===== src/rtl/gray2bin_pipe.sv =====
// gray2bin_pipe: elastic, pipelined Gray-to-binary decoder with a valid/ready
// handshake on both sides. Each accepted code is also compared against the
// previously accepted code; a Hamming distance above one raises StepError,
// which travels down the pipe alongside that code's decoded value.
module gray2bin_pipe #(
  parameter int N      = 16,
  parameter int STAGES = 2
) (
  input  logic         Clk,
  input  logic         nReset,
  input  logic         InValid,
  output logic         InReady,
  input  logic [N-1:0] GraySignal,
  output logic         OutValid,
  input  logic         OutReady,
  output logic [N-1:0] BinSignal,
  output logic         StepError
);

  // Bits resolved per stage; trailing stages may end up with none.
  localparam int C = (N + STAGES - 1) / STAGES;

  logic [N-1:0]      r_gray [STAGES];
  logic [N-1:0]      r_bin  [STAGES];
  logic [STAGES-1:0] r_vld;
  logic [STAGES-1:0] r_err;
  logic [N-1:0]      r_last_gray;
  logic              r_has_last;

  logic [N-1:0]      w_gray_in  [STAGES];
  logic [N-1:0]      w_bin_in   [STAGES];
  logic [N-1:0]      w_bin_res  [STAGES];
  logic [STAGES-1:0] w_vld_in;
  logic [STAGES-1:0] w_err_in;
  logic [STAGES-1:0] w_load;
  logic              w_accept;
  logic              w_step_err;

  // Resolve the binary bits owned by stage s. Bits above the slice were
  // resolved upstream and arrive in b_in; bits below stay untouched.
  function automatic logic [N-1:0] f_resolve(input logic [N-1:0] g,
                                             input logic [N-1:0] b_in,
                                             input int           s);
    logic [N-1:0] b;
    int           hi;
    int           lo;
    b  = b_in;
    hi = N - 1 - s * C;
    lo = N - (s + 1) * C;
    if (lo < 0) lo = 0;
    if (hi == N - 1) b[N-1] = g[N-1];
    for (int i = N - 2; i >= 0; i--) begin
      if (i <= hi && i >= lo) b[i] = b[i+1] ^ g[i];
    end
    return b;
  endfunction

  // A stage can load when it or any stage after it is empty, or when the
  // output is being consumed; this is the unrolled form of the ready chain.
  for (genvar s = 0; s < STAGES; s++) begin : g_stage
    if (s == 0) begin : g_first
      assign w_gray_in[s] = GraySignal;
      assign w_bin_in[s]  = '0;
      assign w_vld_in[s]  = InValid;
      assign w_err_in[s]  = w_step_err;
    end else begin : g_next
      assign w_gray_in[s] = r_gray[s-1];
      assign w_bin_in[s]  = r_bin[s-1];
      assign w_vld_in[s]  = r_vld[s-1];
      assign w_err_in[s]  = r_err[s-1];
    end
    assign w_load[s]    = OutReady || !(&r_vld[STAGES-1:s]);
    assign w_bin_res[s] = f_resolve(w_gray_in[s], w_bin_in[s], s);
  end

  assign InReady    = w_load[0];
  assign w_accept   = InValid && InReady;
  assign w_step_err = r_has_last && ($countones(GraySignal ^ r_last_gray) > 1);

  // Stage registers: advance on load, capture data only for valid entries.
  always_ff @(posedge Clk or negedge nReset) begin
    if (!nReset) begin
      r_vld <= '0;
      r_err <= '0;
      for (int s = 0; s < STAGES; s++) begin
        r_gray[s] <= '0;
        r_bin[s]  <= '0;
      end
    end else begin
      for (int s = 0; s < STAGES; s++) begin
        if (w_load[s]) begin
          r_vld[s] <= w_vld_in[s];
          if (w_vld_in[s]) begin
            r_gray[s] <= w_gray_in[s];
            r_bin[s]  <= w_bin_res[s];
            r_err[s]  <= w_err_in[s];
          end
        end
      end
    end
  end

  // Step-check history: only accepted codes update the reference.
  always_ff @(posedge Clk or negedge nReset) begin
    if (!nReset) begin
      r_last_gray <= '0;
      r_has_last  <= 1'b0;
    end else if (w_accept) begin
      r_last_gray <= GraySignal;
      r_has_last  <= 1'b1;
    end
  end

  assign OutValid  = r_vld[STAGES-1];
  assign BinSignal = r_bin[STAGES-1];
  assign StepError = r_err[STAGES-1];

endmodule


===== config.mk =====
export PLATFORM = sky130hd
export DESIGN_NAME = gray2bin_pipe
export DESIGN_NICKNAME = d
export VERILOG_FILES = /design/src/rtl/gray2bin_pipe.sv
export SDC_FILE = /design/constraint.sdc
export NUM_CORES = 1
export LEC_CHECK = 0
export CORE_UTILIZATION = 49
export DETAILED_ROUTE_END_ITERATION = 8
export PLACE_DENSITY_LB_ADDON = 0.2
export SYNTH_ARGS = -nofsm -noshare
export SYNTH_HDL_FRONTEND = slang
export SYNTH_SLANG_ARGS = --single-unit

===== constraint.sdc =====
create_clock -name Clk -period 3.6 [get_ports Clk]
set_input_delay 0.72 -clock Clk [delete_from_list [all_inputs] [get_ports Clk]]
set_output_delay 0.72 -clock Clk [all_outputs]
set_load 0.02 [all_outputs]

## Word-level counts from Yosys, hierarchy flattened

Index checks and enable logic that the tools add are counted.
Widths: inputs -> output; s select.

| storage, ports and cells | value |
|---|---|
| register bits after elaboration | 53 |
| input bits | 20 |
| output and inout port bits | 19 |
| logic and storage cells | 50 |

| cells by class | value |
|---|---|
| add/subtract/negate cells | 15 |
| $lt $le $gt $ge | 1 |
| bitwise operators | 16 |
| reduce and logical (&&, ||, !) cells | 9 |

Operators with widths:

| operator | number |
|---|---|
| $add 1x1->2 | 8 |
| $xor 16x16->16 | 1 |
| $xor 1x1->1 | 15 |
| $add 2x2->3 | 4 |
| $add 3x3->4 | 2 |
| $reduce_and 2->1 | 3 |
| $add 4x4->5 | 1 |
| $gt 5x1->1 const B | 1 |
| $logic_and 1x1->1 | 2 |
| $logic_not 1->1 | 2 |
| $logic_or 1x1->1 | 2 |

## Longest topological paths before layout

| logic depth | value |
|---|---|
| word-level depth | 8 |
| mapped depth | 15 |
| mapped depth without buffers | 15 |

## Worst setup path after synthesis

OpenSTA, ideal clock, no wires.

| timing | value |
|---|---|
| path kind | input-to-reg |
| start | input port GraySignal[9] |
| end | register r_err[0] |
| library setup time | 0.083 ns |
| arrival | 4.138 ns |
| data required time | 3.517 ns |
| slack | -0.621 ns |
| cell stages on the path | 15 |
| path buffers | 1 |
| path through | clkbuf_1 xor2_1 fa_1 fa_1 fa_1 inv_1 fa_1 inv_1 ha_1 inv_1 fa_1 nor2b_1 a31oi_1 o21ai_0 o21ai_0 |

| between the ends | value |
|---|---|
| longest elaborated chain between the ends | 7 |

Ends and longest elaborated chain:

| item | RTL line | text |
|---|---|---|
| start, declared | 13 | `input logic [N-1:0] GraySignal,` |
| $xor 16x16->16 | 78 | `assign w_step_err = r_has_last && ($countones(GraySignal ^ r_last_gray) > 1);` |
| $add 1x1->2 (implied by the code) | 78 |  |
| $add 2x2->3 (implied by the code) | 78 |  |
| $add 3x3->4 (implied by the code) | 78 |  |
| $add 4x4->5 (implied by the code) | 78 |  |
| $gt 5x1->1 | 78 |  |
| $logic_and 1x1->1 | 78 |  |
| end signal, assigned by index | 96 | `r_err[s] <= w_err_in[s];` |
| end, declared | 26 | `logic [STAGES-1:0] r_err;` |

No other way between the ends.
A chain may end at the register's enable or synchronous reset.

## Final worst setup path

| timing | value |
|---|---|
| start | input port GraySignal[15] |
| end | register r_err[0] |

The elaborated chain is that of the path after synthesis.

==> qor.csv <==
metric,value,unit
outcome,"complete, but fails checks",
violations,negative setup slack,
finalSetupViolCount,1,
met2_usage,0.2426,
io_buffer_count,38,
arrival,4010,ps
drt_iter0_markers,51,
min_from,r_bin[28],
drive_gt1_frac,0.3049,
synth.distinct_cells,29,
row_count,25,
hp-class,reg2reg,
crit_path_end_kind,flop,
grt_pass1_vias,1373,
startpoint,GraySignal[15],
cts_tree,yes,
p_sw,0.9298,mW
p_seq_frac,0.295,
rr_startpoint,r_last_gray[15],
grt_pass1_wl,6644,microns
grt_max_degree,45,
ant_nets,0,
area_growth,22.36,%
hold_buffers,0,
cpMostUsedCell,fa_1,
period_minus_slack,3823,ps
rrSetupSlack,-180,ps
leakage,1.359,nW
wire_per_inst,12.89,microns
synth_area,2507,sq um
io_pins,39,
synth.net_count,245,
dieArea,5407,sq um
route.detailed.drc,0,
r2r_cells,13,
hold_path_end,r_bin[28],
worstMarginPinSlew,1004,ps
gp_congestion,0.8009,
clockBufferDepth,2,
pre_cts_ws,-1004,ps
start_kind,input port,
p_int,1.462,mW
dp.cells,306,
dp_hpwl,2915,microns
reg2reg_to,r_err[0],
slew_headroom,0.3304,
finalPower,2.392,mW
path_class,in2reg,
switching_share,0.3888,
htreeDepth,2,
yosysWarnings,0,
dr.pass1.iters,6,
crit_path_max_incr_delay,560,ps
ys_seq_area_frac,0.4391,
start_util,0.5205,
rsz0062_at_grt,yes,
syn_area_per_cell,11.94,sq um
grt-ovfl-total,0,
setup_slack,-223.1,ps
clk_pin_slew,90,ps
clock_latency,300,ps
clock-sinks,44,
hold_ws,480.4,ps
clkPwrFrac,0.133,
cap_viol_max_count,0,
fmax,0.2616,GHz
fp.dieH,73.54,microns
root_buffer,clkbuf_8,
peakVddDrop,0.0004536,V
stdcell_count,313,
grt_use_met3,0.04115,
finalHoldViolations,0,
cp_cell_sequence,buf_8 > xor2_2 > fa_1 > fa_1 > fa_1 > inv_1 > fa_1 > inv_1 > ha_2 > inv_2 > fa_2 > nand2_1 > o21ai_1 > o21ai_1,
antennaDiodeCount,0,
critPathRequiredTime,3780,ps
core-area,4817,sq um
fin_crit_sh,1.062,
synth_cells,210,
die_x,73.54,microns
maxSlewViolCount,0,
vias_per_cell,4.754,
critPathMaxFanout,2,
cts_buffers,5,
wirelength,4036,microns
critPathSlowestCell,fa_1,
grt_busiest_layer,met1,
met1_usage,0.2495,
vias,1488,
final_nets,280,
antenna_found_initial,0,
holdPathStages,2,
synth-seq-cells,44,
power_density,779.5,nW/um^2
fin_skew,10.29,ps
combinationalPowerShare,0.572,
track_usage,0.1686,
worst max-delay path: cells and delay by family:
kind                     cells  cell delay [ps]
AO/OA/AOI/OAI                2              180
XOR/XNOR                     1              140
adder cells (fa/ha/maj)      6             2660
buffers and inverters        4              260
AND/OR/NAND/NOR              1               50
placed cells by master (no fill, tap or decap), drive strengths merged:
cell type      Yosys  layout
nand3b             2       2
o221ai             1       1
clkdlybuf4s50      0      28
a21oi              1       1
nand3              3       3
clkdlybuf4s15      0       1
xor2              20      20
and2               1       1
nand2             17      17
xor3               1       1
xnor3              3       3
a31oi              1       1
nor3               1       1
nand4              1       1
nor2b              1       1
o21ai             12      12
buf               19      23
fa                10      10
mux2              29      29
xnor2             12      12
nor2               4       4
dfrtp             44      44
ha                 5       5
a22oi              1       1
clkinvlp           0       2
nand2b             4       4
inv               12      12
clkinv             0       1
clkbuf             5       5
timing repair:
item / CTS / global route
gates resized for setup: 41 / 9
buffers inserted: 0 / 0
pin swaps: 16 / 7
endpoints found under the setup margin: 1 / 1
final cells by class:
cell class	instances	area, sq um
Clock buffer	5	68.82
Clock inverter	3	23.77
Fill cell	397	1749
Inverter	12	45.04
Multi-Input combinational cell	130	1275
Sequential cell	44	1101
Tap cell	67	83.83
Timing Repair Buffer	52	470.5
cells in the mapped netlist:
master / n / area, sq um
dfrtp_1: 44 / 1101
mux2_2: 29 / 326.6
xor2_1: 20 / 175.2
nand2_1: 17 / 63.81
buf_4: 16 / 120.1
inv_1: 12 / 45.04
xnor2_1: 12 / 105.1
o21ai_0: 11 / 55.05
fa_1: 10 / 200.2
clkbuf_1: 5 / 18.77
ha_1: 5 / 62.56
nand2b_1: 4 / 25.02
nor2_1: 4 / 15.01
nand3_1: 3 / 15.01
buf_1: 2 / 7.510
nand3b_1: 2 / 15.01
xnor3_2: 2 / 47.55
a21oi_1: 1 / 5.000
a22oi_1: 1 / 7.510
a31oi_1: 1 / 6.260
and2_1: 1 / 6.260
buf_2: 1 / 5.000
nand4_1: 1 / 6.260
nor2b_1: 1 / 6.260
nor3_1: 1 / 5.000
o21ai_1: 1 / 5.000
o221ai_1: 1 / 8.760
xnor3_1: 1 / 22.52
xor3_2: 1 / 25.02
cell families after synthesis:
logic type | synth area share
XOR/XNOR | 0.1497
adder cells (fa/ha/maj) | 0.1048
AO/OA/AOI/OAI | 0.03493
AND/OR/NAND/NOR | 0.06287
buffers and inverters | 0.07834
multiplexers | 0.1302
flip-flops | 0.4391
flip-flops by register name (all words and copies together) (netlist names):
name	cells
r_err	2
r_has_last	1
r_vld	2
r_gray	7
BinSignal	16
r_last_gray	9
r_bin	7
per-stage QoR:
stage / TNS, ps / util / area [sq um]
global placement: -965.7 / 0.6104 / 2940
detailed placement: -1004 / 0.6104 / 2940
CTS: -374.3 / 0.6332 / 3050
global route: -341.2 / 0.6369 / 3068
floorplan: -457.5 / - / 2541
finish: -223.1 / 0.6369 / 3068
power groups by stage:
stage	Combinational, mW	Sequential [mW]	Clock, mW
2_1_floorplan	1.09	0.708	0
3_3_place_gp	1.34	0.708	0
6_report	1.37	0.705	0.319
3_5_place_dp	1.37	0.713	0
5_1_grt	1.53	0.724	0.345
4_1_cts	1.39	0.706	0.329
worst max-delay path by stage:
stage	endpoint	slack, ps	depth (start not counted)
after floorplan	r_err[0]	-460	14
after global placement	r_err[0]	-970	15
after detailed placement	r_err[0]	-1000	14
after CTS	r_err[0]	-370	16
after global routing	r_err[0]	-340	14
final	r_err[0]	-220	14
per-layer routing:
| metal | up-vias | wire [microns] |
|---|---|---|
| li1 | 737 | - |
| met1 | 709 | 2036 |
| met2 | 36 | 1774 |
| met3 | 6 | 173 |
| met4 | 0 | 51 |
| met5 | - | 0 |
(Power assumes the default switching activity.)
